--- src/rtl/sobel_pkg.sv ---
// Shared types and constants for the streaming Sobel edge pipeline.
package sobel_pkg;

  // Output formatting mode carried with each window.
  typedef enum logic [1:0] {
    BIN     = 2'd0,
    CLIP    = 2'd1,
    SCALE   = 2'd2,
    BIN_ALT = 2'd3
  } mode_e;

  // Quantised gradient direction.
  typedef enum logic [1:0] {
    HORIZ_GRAD = 2'd0,
    VERT_GRAD  = 2'd1,
    DIAG_POS   = 2'd2,
    DIAG_NEG   = 2'd3
  } dir_e;

  // Right shift used by the scaled-magnitude output mode.
  localparam int SCALE_SHIFT = 3;

  // Gradient width: |Gx| and |Gy| are at most 4*(2^pix_w-1), so the
  // signed gradients and the unsigned magnitude both fit in pix_w+3 bits.
  function automatic int g_w(input int pix_w);
    return pix_w + 3;
  endfunction

endpackage

--- src/rtl/sobel_pipe_slice.sv ---
// One elastic register stage: valid/ready handshake around a payload struct.
// The stage accepts new data when it is empty or its content leaves this cycle.
module sobel_pipe_slice #(
  parameter type payload_t = logic [7:0]
) (
  input  logic     clk,
  input  logic     rst_n,
  input  logic     in_valid,
  output logic     in_ready,
  input  payload_t in_data,
  output logic     out_valid,
  input  logic     out_ready,
  output payload_t out_data
);

  logic     valid_q, valid_d;
  payload_t data_q, data_d;

  // Next-state: load on input handshake, otherwise hold or drain.
  always_comb begin
    in_ready = !valid_q || out_ready;
    valid_d  = in_ready ? in_valid : valid_q;
    data_d   = (in_valid && in_ready) ? in_data : data_q;
  end

  // Stage register with synchronous active-low reset.
  always_ff @(posedge clk) begin
    // NOTE: state registers use non-blocking assignments so every stage samples
    // its neighbour's pre-edge value; blocking here would collapse the pipeline.
    if (!rst_n) begin
      valid_q <= 1'b0;
      // NOTE: the payload is reset as well because the last stage drives the
      // output pixel and direction directly, and those must read 0 after reset.
      data_q  <= '0;
    end else begin
      valid_q <= valid_d;
      data_q  <= data_d;
    end
  end

  assign out_valid = valid_q;
  assign out_data  = data_q;

endmodule

--- src/rtl/sobel_edge_pipe.sv ---
// Streaming 3x3 Sobel edge operator: gradient, magnitude/direction and output
// formatting in three elastic stages, plus a saturating edge counter.
module sobel_edge_pipe
  import sobel_pkg::*;
#(
  parameter  int PIX_W = 8,
  parameter  int CNT_W = 24,
  localparam int G_W   = g_w(PIX_W)
) (
  input  logic               clk,
  input  logic               rst_n,
  input  logic               s_valid,
  output logic               s_ready,
  input  logic [9*PIX_W-1:0] s_win,
  input  logic [1:0]         cfg_mode,
  input  logic [G_W-1:0]     cfg_thresh,
  input  logic               clr_cnt,
  output logic               m_valid,
  input  logic               m_ready,
  output logic [PIX_W-1:0]   m_pixel,
  output logic [1:0]         m_dir,
  output logic [CNT_W-1:0]   edge_count
);

  // Gradients are kept as raw two's-complement bit patterns; the MSB is the sign.
  typedef struct packed {
    logic [G_W-1:0] gx;
    logic [G_W-1:0] gy;
    mode_e          mode;
    logic [G_W-1:0] thresh;
  } s1_t;

  typedef struct packed {
    logic [G_W-1:0] mag;
    dir_e           dir;
    mode_e          mode;
    logic [G_W-1:0] thresh;
  } s2_t;

  typedef struct packed {
    logic [PIX_W-1:0] pixel;
    dir_e             dir;
    logic             edge_f;
  } s3_t;

  s1_t s1_in, s1_out;
  s2_t s2_in, s2_out;
  s3_t s3_in, s3_out;

  logic s1_valid, s2_valid, s3_valid;
  logic s2_ready, s3_ready;

  logic [G_W-1:0] p11, p12, p13, p21, p23, p31, p32, p33;
  logic [G_W-1:0] ax, ay;

  logic [CNT_W-1:0] cnt_q, cnt_d;

  // The centre pixel has a zero coefficient in both kernels.
  logic unused_center;
  assign unused_center = &{1'b0, s_win[4*PIX_W +: PIX_W]};

  // Stage 1 input: Sobel gradients of the incoming window, with its config.
  always_comb begin
    // NOTE: every always_comb output gets a value on every path (defaults or
    // full assignment) so no latch is inferred.
    p11 = G_W'(s_win[0*PIX_W +: PIX_W]);
    p12 = G_W'(s_win[1*PIX_W +: PIX_W]);
    p13 = G_W'(s_win[2*PIX_W +: PIX_W]);
    p21 = G_W'(s_win[3*PIX_W +: PIX_W]);
    p23 = G_W'(s_win[5*PIX_W +: PIX_W]);
    p31 = G_W'(s_win[6*PIX_W +: PIX_W]);
    p32 = G_W'(s_win[7*PIX_W +: PIX_W]);
    p33 = G_W'(s_win[8*PIX_W +: PIX_W]);
    s1_in.gx     = (p13 + (p23 << 1) + p33) - (p11 + (p21 << 1) + p31);
    s1_in.gy     = (p11 + (p12 << 1) + p13) - (p31 + (p32 << 1) + p33);
    s1_in.mode   = mode_e'(cfg_mode);
    s1_in.thresh = cfg_thresh;
  end

  // Stage 2 input: L1 magnitude and direction bin from the gradients.
  always_comb begin
    ax = s1_out.gx[G_W-1] ? -s1_out.gx : s1_out.gx;
    ay = s1_out.gy[G_W-1] ? -s1_out.gy : s1_out.gy;
    s2_in.mag    = ax + ay;
    s2_in.mode   = s1_out.mode;
    s2_in.thresh = s1_out.thresh;
    // Zero gradients land in HORIZ_GRAD; the sign test is only reached when
    // both gradients are non-zero.
    if ({1'b0, ax} >= {ay, 1'b0})
      s2_in.dir = HORIZ_GRAD;
    else if ({1'b0, ay} >= {ax, 1'b0})
      s2_in.dir = VERT_GRAD;
    else if (s1_out.gx[G_W-1] == s1_out.gy[G_W-1])
      s2_in.dir = DIAG_POS;
    else
      s2_in.dir = DIAG_NEG;
  end

  // Stage 3 input: format the output pixel according to the captured mode.
  always_comb begin
    s3_in.dir    = s2_out.dir;
    s3_in.edge_f = s2_out.mag > s2_out.thresh;
    s3_in.pixel  = '0;
    case (s2_out.mode)
      BIN, BIN_ALT: s3_in.pixel = s3_in.edge_f ? '1 : '0;
      CLIP:         s3_in.pixel = (s2_out.mag[G_W-1:PIX_W] != '0) ? '1 : s2_out.mag[PIX_W-1:0];
      SCALE:        s3_in.pixel = s2_out.mag[PIX_W+SCALE_SHIFT-1:SCALE_SHIFT];
      default:      s3_in.pixel = '0;
    endcase
  end

  sobel_pipe_slice #(.payload_t(s1_t)) u_s1 (
    .clk       (clk),
    .rst_n     (rst_n),
    .in_valid  (s_valid),
    .in_ready  (s_ready),
    .in_data   (s1_in),
    .out_valid (s1_valid),
    .out_ready (s2_ready),
    .out_data  (s1_out)
  );

  sobel_pipe_slice #(.payload_t(s2_t)) u_s2 (
    .clk       (clk),
    .rst_n     (rst_n),
    .in_valid  (s1_valid),
    .in_ready  (s2_ready),
    .in_data   (s2_in),
    .out_valid (s2_valid),
    .out_ready (s3_ready),
    .out_data  (s2_out)
  );

  sobel_pipe_slice #(.payload_t(s3_t)) u_s3 (
    .clk       (clk),
    .rst_n     (rst_n),
    .in_valid  (s2_valid),
    .in_ready  (s3_ready),
    .in_data   (s3_in),
    .out_valid (s3_valid),
    .out_ready (m_ready),
    .out_data  (s3_out)
  );

  assign m_valid = s3_valid;
  assign m_pixel = s3_out.pixel;
  assign m_dir   = s3_out.dir;

  // Edge counter next-state: clear wins, otherwise count edges leaving the block.
  always_comb begin
    cnt_d = cnt_q;
    if (clr_cnt)
      cnt_d = '0;
    else if (m_valid && m_ready && s3_out.edge_f && (cnt_q != '1))
      cnt_d = cnt_q + CNT_W'(1);
  end

  // Edge counter register.
  always_ff @(posedge clk) begin
    if (!rst_n) cnt_q <= '0;
    else        cnt_q <= cnt_d;
  end

  assign edge_count = cnt_q;

endmodule

--- config.mk ---
export PLATFORM = sky130hd
export DESIGN_NAME = sobel_edge_pipe
export DESIGN_NICKNAME = d
export VERILOG_FILES = /design/src/rtl/sobel_pkg.sv /design/src/rtl/sobel_pipe_slice.sv /design/src/rtl/sobel_edge_pipe.sv
export SDC_FILE = /design/constraint.sdc
export NUM_CORES = 1
export LEC_CHECK = 0
export CAP_MARGIN = 5
export CORE_MARGIN = 3
export CORE_UTILIZATION = 43
export DETAILED_ROUTE_END_ITERATION = 6
export GPL_ROUTABILITY_DRIVEN = 0
export GPL_TIMING_DRIVEN = 0
export MAX_ROUTING_LAYER = met4
export PLACE_DENSITY_LB_ADDON = 0.3
export SYNTH_ARGS = -nofsm -noshare
export SYNTH_HDL_FRONTEND = slang
export SYNTH_SLANG_ARGS = --single-unit
--- constraint.sdc ---
create_clock -name clk -period 4.1 [get_ports clk]
set_input_delay 0.615 -clock clk [delete_from_list [all_inputs] [get_ports clk]]
set_output_delay 0.615 -clock clk [all_outputs]
set_load 0.03 [all_outputs]
# After elaboration in Yosys (flattened, before gate mapping)
# Cells that the tools add are included.
classes:
  add_sub_neg: 14
  reduce_logical: 16
  bitwise_logic: 1
  n_mux: 8
  n_eq_ne: 5
  n_lt_le_gt_ge: 3
op_table:
  columns: ["cell", "count"]
  rows:
  - ["adder 10 x 8 -> 11 bit", 4]
  - ["adder 8 x 9 -> 10 bit", 4]
  - ["adder 24 x 1 -> 24 bit (second input constant)", 1]
  - [">= comparator 11 x 12 -> 1 bit", 2]
  - ["inequality test 24 bit (second input constant)", 1]
  - ["one-hot mux 8 bit (3 select lines)", 1]
  - ["two-way mux 11 bit", 2]
  - ["negator 11 bit", 2]
  - ["subtractor 11 bit", 2]
  - ["two-way mux 8 bit", 2]
  - ["adder 11 bit", 1]
  - ["greater-than comparator 11 bit", 1]
  - ["logical AND 1 bit", 6]
  - ["== test 2 bit (second input constant)", 2]
  - ["two-way mux 2 bit", 2]
  - ["OR reduction 2 bit", 2]
  - ["logical NOT 1 bit", 3]
  - ["logical OR 1 bit", 3]
  - ["nonzero test 3 bit", 1]
  - ["== test 2 x 1 -> 1 bit (second input constant)", 1]
  - ["logical NOT 2 bit", 1]
  - ["== test 1 bit", 1]
  - ["two-way mux 1 bit", 1]
  - ["inverter 1 bit", 1]
word_totals:
  input_bits: 90
  out_inout_bits: 36
  reg_bits: 99
  wordCells: 62

# Depth between registers and ports, before layout
# Gate-level depths: netlist of run 1.
depth:
  depth_word: 5
  ltp_mapped: 17
  mapped_depth_nobuf: 17

# Hierarchy
# From an unflattened synthesis of run 1, not the netlist that was laid out.
hier_totals:
  cells_unflattened: 952
  area_unflattened_um2: 8215.4
by_module_without_submodules:
  columns: ["mod", "cells_per_inst", "area_each_um2", "n_inst", "seq_area_each_um2"]
  rows:
  - ["sobel_edge_pipe", 625, 5133.7, 1, 480.5]
  - ["sobel_pipe_slice at u_s1", 157, 1480.2, 1, 720.7]
  - ["sobel_pipe_slice at u_s2", 118, 1114.8, 1, 540.5]
  - ["sobel_pipe_slice at u_s3", 52, 486.7, 1, 240.2]

# Worst setup path after synthesis of run 1
# No wires, ideal clock.
synth_path:
  kind: "input to register"
  from: "in s_win[50]"
  to: "reg u_s1.data_q, in the netlist u_s1.out_data[21]"
  path_slack_ns: 0.088
  arrival_time_ns: 3.942
  path_stages: 15
  path_buffers: 0
  cell_sequence: "inv_1 > fa_1 > fa_1 > inv_1 > fa_1 > inv_1 > ha_1 > a21o_1 > a21oi_1 > nor2b_1 > o21a_1 > o41ai_1 > xnor2_1 > nand2_1 > a21oi_1"
synth_between:
  elab_chain_len: 3
synth_rtl:
  columns: ["element", "line_no", "text"]
  rows:
  - ["start: declaration", "sobel_edge_pipe.sv:14", "input logic [9*PIX_W-1:0] s_win,"]
  - ["adder 8 x 9 -> 10 bit", "sobel_edge_pipe.sv:75", "s1_in.gy = (p11 + (p12 << 1) + p13) - (p31 + (p32 << 1) + p33);"]
  - ["adder 10 x 8 -> 11 bit", "sobel_edge_pipe.sv:75", null]
  - ["subtractor 11 bit", "sobel_edge_pipe.sv:75", null]
  - ["end signal: assignment", "sobel_pipe_slice.sv:37", "data_q <= data_d;"]
  - ["end: declaration", "sobel_pipe_slice.sv:17", "payload_t data_q, data_d;"]
# Every way passes these cells.
# A chain may end at the register's enable or synchronous reset.

# Worst setup path in the final report of run 1
layout_path:
  from: "in s_win[25]"
  to: "reg u_s1.data_q, in the netlist u_s1.out_data[34]"
layout_between:
  elab_chain_len: 3
layout_rtl:
  columns: ["element", "line_no", "text"]
  rows:
  - ["adder 8 x 9 -> 10 bit", "sobel_edge_pipe.sv:74", "s1_in.gx = (p13 + (p23 << 1) + p33) - (p11 + (p21 << 1) + p31);"]
  - ["adder 10 x 8 -> 11 bit", "sobel_edge_pipe.sv:74", null]
  - ["subtractor 11 bit", "sobel_edge_pipe.sv:74", null]
# Every way passes these cells.

==> metrics.cfg, run 1 <==
[floorplanning]
start_util_pct=44.6
rows=48
die_area_mm2=0.0199
die_height_um=141
die_width_um=141
io_pins=126
core-area_mm2=0.0176

[logic_synthesis]
synth.most_common_cell=inv_1
synth_top_area_share_pct=25.2
synth_commonest_cells=inv_1 (166), nand2_1 (133), dfxtp_1 (99), a21oi_1 (76)
syn_area_mm2=0.00785
syn_inst=957
synth_nets=1173
synth_seq_cells=99
ys_types=59
yosysWarnings=0
yosysTopAreaCell=dfxtp_1
synth.yosys.seq_area_share_pct=25.2
netlist_top_cells_area=dfxtp_1 (25%), fa_1 (16%), ha_1 (10%)
synth_edf_count=0
ys.flop_type=dfxtp_1
synth.avg_cell_area_um2=8.21
async_reset_ff_share_pct=0

[drt]
dr.pass1.iters=4
routed_wl_um=17100
post_drt_wl_per_cell_um=12.9
drt.antenna.violating_nets=0
drc_errors=0
viasPerCell=4.91
vias=6504
drt_iter0_markers=239

[final_layout]
finish.net_count=1311
drive_gt1_share_pct=7.18
area_growth_pct=24.7
num_antenna_cells=0
postLayoutCellArea_mm2=0.00980

[setup_path]
path_cells=clkdlybuf4s50_1, inv_1, fa_1, fa_1, inv_1, fa_1, inv_2, ha_1, a21o_1, a21oi_2, nor2b_1, o21a_1, o41ai_4, nor2b_1, o21ai_1, a32o_1
end_kind=flop
required_ps=4390
cpPeakStageDelay_ps=510
path_max_fanout=2
crit_top_cell=fa_1
slowest_stage=fa_1
cp_data_arrival_time_ps=4250
crit_type=input port to flop
worstSetupStartpointType=input port

[run_status]
status=finished clean

[job]
cap_violations=0

[cts]
path_clk_slew_ps=70
cts_max_path_buffers=2
numCtsBuffers=9
htreeDepth=3
cts_tree=yes
root_buffer=clkbuf_16
clk_latency_ps=340
hold_buffers=0
cts_num_sinks=99

[pwr]
power_density_mw_per_mm2=519
p_leak_uw=0.00427
total_power_uw=5090
ir_worst_vdd_mv=0.289

[global_routing]
grt_overflow=0
grt_pass1_vias=6577
antenna_found_initial=0
grt_max_degree=18
grt_pass1_wl_um=29800
grt_use_total_pct=18.4

[placement]
port_buffers=116
place_area_mm2=0.00930
hpwl_um=13900

[sta]
finClkSkew_ps=7.46
fin_crit_sh_pct=96.7
relSlewSlack_pct=40.5
fmax_mhz=252
tightest_slew_ps=888
fin_crit_ps=3970
setup_viol=0
hold_viol_final=0
drv_slew=0

[hold_path]
hp-class=flop to flop

[path summary, 6_finish.rpt]
kind	to	slack, ps	start	cells after the start
max	u_s1.out_data[34]	130	s_win[25]	16
min reg2reg	u_s2.out_data[10]	440	u_s1.out_data[10]	2
min	u_s2.out_data[10]	440	u_s1.out_data[10]	2
max reg2reg	u_s2.out_data[25]	860	u_s1.out_data[24]	14
[cell type report]
cell class | count | area (µm²)
clock buffer | 10 | 229
multi-input combinational | 651 | 5110
inverter | 167 | 627
clock inverter | 6 | 71.3
sequential | 99 | 1980
timing repair buffer | 127 | 1260
tap | 225 | 282
buffer | 40 | 233
fill | 1635 | 7800
[power by group]
part	leakage [µW]	internal, µW	switching, µW
sequential	0.000807	1080	126
combinational	0.00332	1450	1570
clock	0.000140	479	384
[per-stage QoR]
stage / utilization [%] / instances / worst slack (ps) / TNS, ps / hold WS [ps]
2_1_floorplan: - / 957 / 87.5 / 0 / 432
3_3_place_gp: 52.8 / 1298 / -731 / -4790 / 443
3_5_place_dp: 52.8 / 1298 / -740 / -5230 / 442
4_1_cts: 55.2 / 1322 / 5.82 / 0 / 448
5_1_grt: 55.7 / 1325 / -2.79 / -2.79 / 452
6_report: 55.7 / 1325 / 134 / 0 / 442
[sequential cells by signal, summed over array words and instances (netlist names)]
name / count
u_s2.out_data: 26
u_s2.out_valid: 1
u_s1.out_valid: 1
u_s3.out_valid: 1
u_s3.out_data: 11
edge_count: 24
u_s1.out_data: 35
[critical path: cells and delay by family]
kind                     cells  cell delay (ps)
buffers and inverters        4              600
AO/OA/AOI/OAI                6             1160
adder cells (fa/ha/maj)      4             1730
AND/OR/NAND/NOR              2              150
[cell families (layout without fill, tap and decap cells)]
logic type      count (synthesis)  in the layout  synth area share, %
simple gates                  278            278                 16.0
buf+inv                       207            350                 10.9
compound gates                185            185                 14.6
fa+ha+maj                     128            128                 26.4
flops                          99             99                 25.2
xor+xnor                       59             59                 6.68
mux                             1              1                0.127
[cells in the final DEF (no fill, tap or decap), types with 13 or more instances in the layout]
cell,n
a21oi_1,71
buf_4,21
clkbuf_1,23
clkdlybuf4s50_1,105
dfxtp_1,99
fa_1,60
ha_1,60
inv_1,156
nand2_1,133
nand2b_1,14
nand3_1,13
nor2_1,54
nor3_1,14
o21ai_0,36
xnor2_1,33
xor2_1,25
[layer usage]
metal | part of all wire, % | GRT usage, % | up-vias | wire, µm
li1 | - | - | 3373 | -
met2 | 49 | 32.1 | 131 | 8480
met3 | 3.6 | 2.14 | 21 | 618
met5 | 0 | - | - | 0
met4 | 1.4 | 4.69 | 0 | 246
met1 | 45 | 22.8 | 2979 | 7790
[timing repair]
item,CTS,global route
hold endpoints to repair,0,0
gates resized for setup,15,29
buffers inserted,8,3
setup endpoints to repair,7,8
pin swaps,17,29
No activity file was read; power rests on OpenSTA's default activity.
==> run 2: changes to the inputs <==
==> constraint.sdc (replaced) <==
create_clock -name clk -period 3.4 [get_ports clk]
set_input_delay 0.85 -clock clk [delete_from_list [all_inputs] [get_ports clk]]
set_output_delay 0.85 -clock clk [all_outputs]
set_load 0.03 [all_outputs]
==> run 2 against run 1 <==
Compared with the run above: the flow now finishes with violations (negative setup slack); die area unchanged; wire length is 3.6% higher; clock-buffer cell count unchanged; sequential share of layout area down 0.67 points; global-route usage up 0.16 points; critical path depth decreased by 1; via count is 1.2% higher; sequential power up 21%; total power rose by 34%; cell count is 0.75% higher; cell area rose by 3.5%; sequential cell count unchanged.
==> metrics.cfg, run 2 (synthesis gave the netlist of run 1 again) <==
[floorplanning]
rows=48  ; unchanged
die_width_um=141  ; unchanged
io_pins=126  ; unchanged
start_util_pct=44.6  ; unchanged
die_height_um=141  ; unchanged
die_area_mm2=0.0199  ; unchanged
core-area_mm2=0.0176  ; unchanged

[sta]
rsz0062_at_grt=true
setup_viol=14  ; was 0
fmax_mhz=251
drv_slew=0  ; unchanged
fin_crit_ps=3980
hold_viol_final=0  ; unchanged
finClkSkew_ps=8.51  ; was 7.46 ps
fin_crit_sh_pct=117
finalWorstSetupSlack_ps=-577  ; was 134 ps
tightest_slew_ps=938  ; was 888 ps
relSlewSlack_pct=37.0  ; was 40.5%
setup_tns_ps=-4160  ; was 0 ps

[drt]
post_drt_wl_per_cell_um=13.3  ; was 12.9 µm
routed_wl_um=17700  ; was 17100 µm
dr.pass1.iters=6  ; was 4
drt.antenna.violating_nets=0  ; unchanged
viasPerCell=4.93  ; was 4.91
vias=6579  ; was 6504
drt_iter0_markers=232  ; was 239
drc_errors=0  ; unchanged

[job]
cap_violations=0  ; unchanged

[global_routing]
grt_max_degree=19  ; was 18
grt_pass1_vias=6676  ; was 6577
grt_pass1_wl_um=30200  ; was 29800 µm
grt_overflow=0  ; unchanged
grt_use_total_pct=18.6  ; was 18.4%
antenna_found_initial=0  ; unchanged

[placement]
port_buffers=116  ; unchanged
place_area_mm2=0.00941  ; was 0.00930 mm²
hpwl_um=14100  ; was 13900 µm
pre_cts_slack_ps=-1500  ; was -740 ps

[final_layout]
postLayoutCellArea_mm2=0.0101  ; was 0.00980 mm²
area_growth_pct=29.1  ; was 24.7%
final_common_cell=nand2_1  ; was inv_1
finish.net_count=1321  ; was 1311
drive_gt1_share_pct=15.9  ; was 7.18%
final_util_pct=57.6  ; was 55.7%
num_antenna_cells=0  ; unchanged
final_cell_mix=nand2_1 (132), inv_1 (128), dfxtp_1 (98)  ; was inv_1 (156), nand2_1 (133), clkdlybuf4s50_1 (105)
largest_register_ffs=35  ; unchanged
num-fill-cells=1598  ; was 1635

[cts]
htreeDepth=3  ; unchanged
cts_tree=yes  ; unchanged
cts_num_sinks=99  ; unchanged
hold_buffers=0  ; unchanged
cts_max_path_buffers=2  ; unchanged
numCtsBuffers=9  ; unchanged
clk_latency_ps=350  ; was 340 ps
path_clk_slew_ps=80  ; was 70 ps
root_buffer=clkbuf_16  ; unchanged

[setup_path]
crit_top_cell=fa_1  ; unchanged
path_max_fanout=2  ; unchanged
cpPeakStageDelay_ps=530  ; was 510 ps
rrSetupSlack_ps=240  ; was 860 ps
cp_data_arrival_time_ps=4260  ; was 4250 ps
ff2ff_path_depth=14  ; unchanged
end_kind=flop  ; unchanged
slowest_stage=fa_1  ; unchanged
crit_type=input port to flop  ; unchanged
path_cells=buf_6, fa_1, fa_1, inv_1, fa_1, inv_1, ha_1, a21o_1, a21oi_2, nor2b_4, o21a_4, o41ai_4, xnor2_1, nand2_1, a21oi_2  ; was clkdlybuf4s50_1, inv_1, fa_1, fa_1, inv_1, fa_1, inv_2, ha_1, a21o_1, a21oi_2, nor2b_1, o21a_1, o41ai_4, nor2b_1, o21ai_1, a32o_1
required_ps=3680  ; was 4390 ps
worstSetupStartpointType=input port  ; unchanged

[run_status]
violations=negative setup slack
status=finished with violations  ; was finished clean

[pwr]
ir_worst_vdd_mv=0.344  ; was 0.289 mV
p_leak_uw=0.00436  ; was 0.00427 µW
power_density_mw_per_mm2=674  ; was 519 mW/mm²

[hold_path]
hp-class=flop to flop  ; unchanged
min_path_cells=2  ; unchanged

## run 2: cell count changes in the layout (fill, tap and decap cells not counted), moves of 6 or more
cell	change
ha_4	+11
ha_1	-12
inv_1	-28
buf_4	+8
clkbuf_2	+6
buf_6	+13
dlygate4sd2_1	+13
clkdlybuf4s50_1	-32
inv_2	+23
## run 2: layer usage
layer	wire [µm]	part of all wire [%]	global-route usage, %	vias to the layer above
met5	0	0	-	-
met3	545	3.1	2.04	30
met1	8080	46	22.8	3034
met4	393	2.2	5.51	0
li1	-	-	-	3392
met2	8720	49	32.3	123
## run 2: repair_timing
action                     CTS  global route
pin swaps                   89            58
setup buffers               21            10
gates cloned                 0             0
setup endpoints to repair   18            19
hold endpoints to repair     0             0
resized for setup          132            65
## run 2: final timing paths
check,startpoint,end
max,s_win[9],u_s1.out_data[21]
min,u_s1.out_data[9],u_s2.out_data[9]
max reg2reg,u_s1.out_data[13],u_s2.out_data[25]
min reg2reg,u_s1.out_data[9],u_s2.out_data[9]
## run 2: critical path: cells and delay by family
kind	cells	cell delay, ps
AO/OA/AOI/OAI	5	1020
buffers and inverters	3	190
adder cells (fa/ha/maj)	4	1830
AND/OR/NAND/NOR	2	150
XOR/XNOR	1	180
## run 2: power by group
group	internal (µW)	switching (µW)	total [µW]	leakage (µW)
combinational	2190	2170	4350	0.00340
sequential	1310	158	1470	0.000808
clock	532	479	1010	0.000147
## run 2: per-stage QoR
step	cells	total power [µW]	hold WS (ps)
floorplan	957	4180	432
global placement	1298	4840	442
CTS	1330	6470	451
finish	1335	6830	449
detailed placement	1298	4940	444
global route	1335	7450	475
## run 2: layout make-up
class	instances	area, µm²	area share (%)
Timing Repair Buffer	138	1310	12.9
Tap cell	225	282	2.78
Clock buffer	10	239	2.36
Sequential cell	99	1980	19.6
Inverter	167	652	6.43
Buffer	39	229	2.26
Clock inverter	6	57.6	0.568
Multi-Input combinational cell	651	5390	53.2
==> run 3: changes to the inputs <==
--- a/config.mk
+++ b/config.mk
@@ -8,6 +8,7 @@
 export CAP_MARGIN = 5
 export CORE_MARGIN = 3
 export CORE_UTILIZATION = 43
+export CTS_BUF_LIST = sky130_fd_sc_hd__clkbuf_4 sky130_fd_sc_hd__clkbuf_8
 export DETAILED_ROUTE_END_ITERATION = 6
 export GPL_ROUTABILITY_DRIVEN = 0
 export GPL_TIMING_DRIVEN = 0
==> run 3 against run 2 <==
Compared with the run above: the run still ends with negative setup slack left; total power down 5.4%; worst hold slack about the same; critical endpoint unchanged; wire length down 1.2%; global-route usage down 0.11 points; via count down 0.65%; cell count down 0.15%; highest routed layer unchanged; clock-buffer cell count unchanged; critical path depth unchanged; die area unchanged; largest cell class unchanged; sequential cell count unchanged.
==> metrics.cfg, run 3 (synthesis gave the netlist of run 1 again) <==
[setup_path]
slowest_stage=fa_1  ; unchanged
crit_cells=15  ; unchanged
crit_top_cell=fa_1  ; unchanged
ff2ff_path_depth=14  ; unchanged
crit_family=adder cells  ; unchanged
cp_num_buf_inv=3  ; unchanged
path_max_fanout=2  ; unchanged
cpPeakStageDelay_ps=530  ; about the same
end_kind=flop  ; unchanged
worstSetupStartpointType=input port  ; unchanged
required_ps=3710  ; was 3680 ps
cp_data_arrival_time_ps=4210  ; was 4260 ps
path_cells=buf_6, fa_1, fa_1, inv_1, fa_1, inv_1, ha_1, a21o_1, a21oi_2, nor2b_4, o21a_4, o41ai_4, xnor2_1, nand2_1, a21oi_2  ; unchanged
crit_type=input port to flop  ; unchanged

[sta]
setup_tns_ps=-3520  ; was -4160 ps
whs_ps=449  ; about the same
relSlewSlack_pct=38.9  ; was 37.0%
rsz0062_at_grt=true  ; unchanged
hold_viol_final=0  ; unchanged
fmax_mhz=257  ; was 251 MHz
setup_viol=12  ; was 14
tightest_slew_ps=910  ; was 938 ps
fin_crit_ps=3900  ; was 3980 ps
drv_slew=0  ; unchanged
fin_crit_sh_pct=115  ; was 117%
finClkSkew_ps=13.5  ; was 8.51 ps
finalWorstSetupSlack_ps=-498  ; was -577 ps

[cts]
clk_latency_ps=380  ; was 350 ps
cts_num_sinks=99  ; unchanged
htreeDepth=3  ; unchanged
root_buffer=clkbuf_8  ; was clkbuf_16
numCtsBuffers=9  ; unchanged
path_clk_slew_ps=110  ; was 80 ps
cts_max_path_buffers=2  ; unchanged
cts_tree=yes  ; unchanged

[final_layout]
finish.net_count=1319  ; was 1321
postLayoutCellArea_mm2=0.00999  ; was 0.0101 mm²
drive_gt1_share_pct=15.5  ; was 15.9%
multiInputGateArea_mm2=0.00537  ; was 0.00539 mm²
ff_latch_area_mm2=0.00198  ; about the same
num-fill-cells=1620  ; was 1598
area_growth_pct=27.3  ; was 29.1%
num_antenna_cells=0  ; unchanged
final_common_cell=nand2_1  ; unchanged
final_cell_mix=nand2_1 (133), inv_1 (128), dfxtp_1 (97)  ; was nand2_1 (132), inv_1 (128), dfxtp_1 (98)
largest_register_ffs=35  ; unchanged

[drt]
met2WireLength_um=8600  ; was 8720 µm
viasPerCell=4.90  ; was 4.93
dr.pass1.iters=4  ; was 6
drc_errors=0  ; unchanged
drt.antenna.violating_nets=0  ; unchanged
top_layer=met4  ; unchanged
vias=6536  ; was 6579
met1_length_um=8060  ; was 8080 µm
wl_met3_um=496  ; was 545 µm
drt_iter0_markers=233  ; was 232
routed_wl_um=17500  ; was 17700 µm
post_drt_wl_per_cell_um=13.2  ; was 13.3 µm

[floorplanning]
core-area_mm2=0.0176  ; unchanged
start_util_pct=44.6  ; unchanged
die_height_um=141  ; unchanged
rows=48  ; unchanged
die_width_um=141  ; unchanged
die_area_mm2=0.0199  ; unchanged
io_pins=126  ; unchanged

[pwr]
power_density_mw_per_mm2=646  ; was 674 mW/mm²
p_leak_uw=0.00429  ; was 0.00436 µW
ir_worst_vdd_mv=0.294  ; was 0.344 mV

[run_status]
violations=negative setup slack  ; unchanged
status=finished with violations  ; unchanged

[placement]
place_area_mm2=0.00941  ; unchanged
hpwl_um=14100  ; unchanged
pre_cts_slack_ps=-1500  ; unchanged
port_buffers=116  ; unchanged

[global_routing]
grt_use_total_pct=18.5  ; was 18.6%
grt_pass1_wl_um=30000  ; was 30200 µm
grt_pass1_vias=6627  ; was 6676
antenna_found_initial=0  ; unchanged
grt_overflow=0  ; unchanged
grt_max_degree=19  ; unchanged

[job]
cap_violations=0  ; unchanged

[hold_path]
hp-class=flop to flop  ; unchanged
min_path_cells=2  ; unchanged

## run 3: path summary, 6_finish.rpt
check / slack (ps) / from / end
min: 450 / u_s1.out_data[9] / u_s2.out_data[9]
max reg2reg: 270 / u_s1.out_data[24] / u_s2.out_data[25]
max: -500 / s_win[9] / u_s1.out_data[21]
min reg2reg: 450 / u_s1.out_data[9] / u_s2.out_data[9]
## run 3: metal layers
metal / track usage (%) / up-vias
met2: 32.1 / 118
li1: - / 3377
met3: 1.97 / 28
met5: - / -
met4: 5.92 / 0
met1: 22.5 / 3013
## run 3: worst min-delay path, cell delays in order, from the launching register on
cell     delay [ps]
dfxtp_1         320
nand2_1          50
a21oi_1          50
## run 3: repair_timing
action | in CTS | in global routing
hold buffers | 0 | 0
pin swaps | 88 | 56
buffers inserted | 21 | 8
setup endpoints to repair | 18 | 18
gates resized for setup | 131 | 61
## run 3: layout make-up
class / count / area share [%]
Multi-Input combinational cell: 651 / 53.7
Sequential cell: 99 / 19.9
Timing Repair Buffer: 136 / 12.9
Inverter: 167 / 6.52
Tap cell: 225 / 2.82
Buffer: 39 / 2.29
Clock buffer: 10 / 1.38
Clock inverter: 6 / 0.576
## run 3: through the flow
step | total power, µW | utilization (%) | cells
after CTS | 6210 | 56.0 | 1330
after global routing | 7070 | 56.8 | 1333
after detailed placement | 4940 | 53.5 | 1298
after global placement | 4840 | 53.5 | 1298
after floorplan | 4180 | - | 957
final | 6460 | 56.8 | 1333
## run 3: report_power, final
| group | switching, µW | total, µW | internal, µW |
|---|---|---|---|
| clock | 449 | 751 | 302 |
| combinational | 2120 | 4240 | 2130 |
| sequential | 158 | 1470 | 1310 |
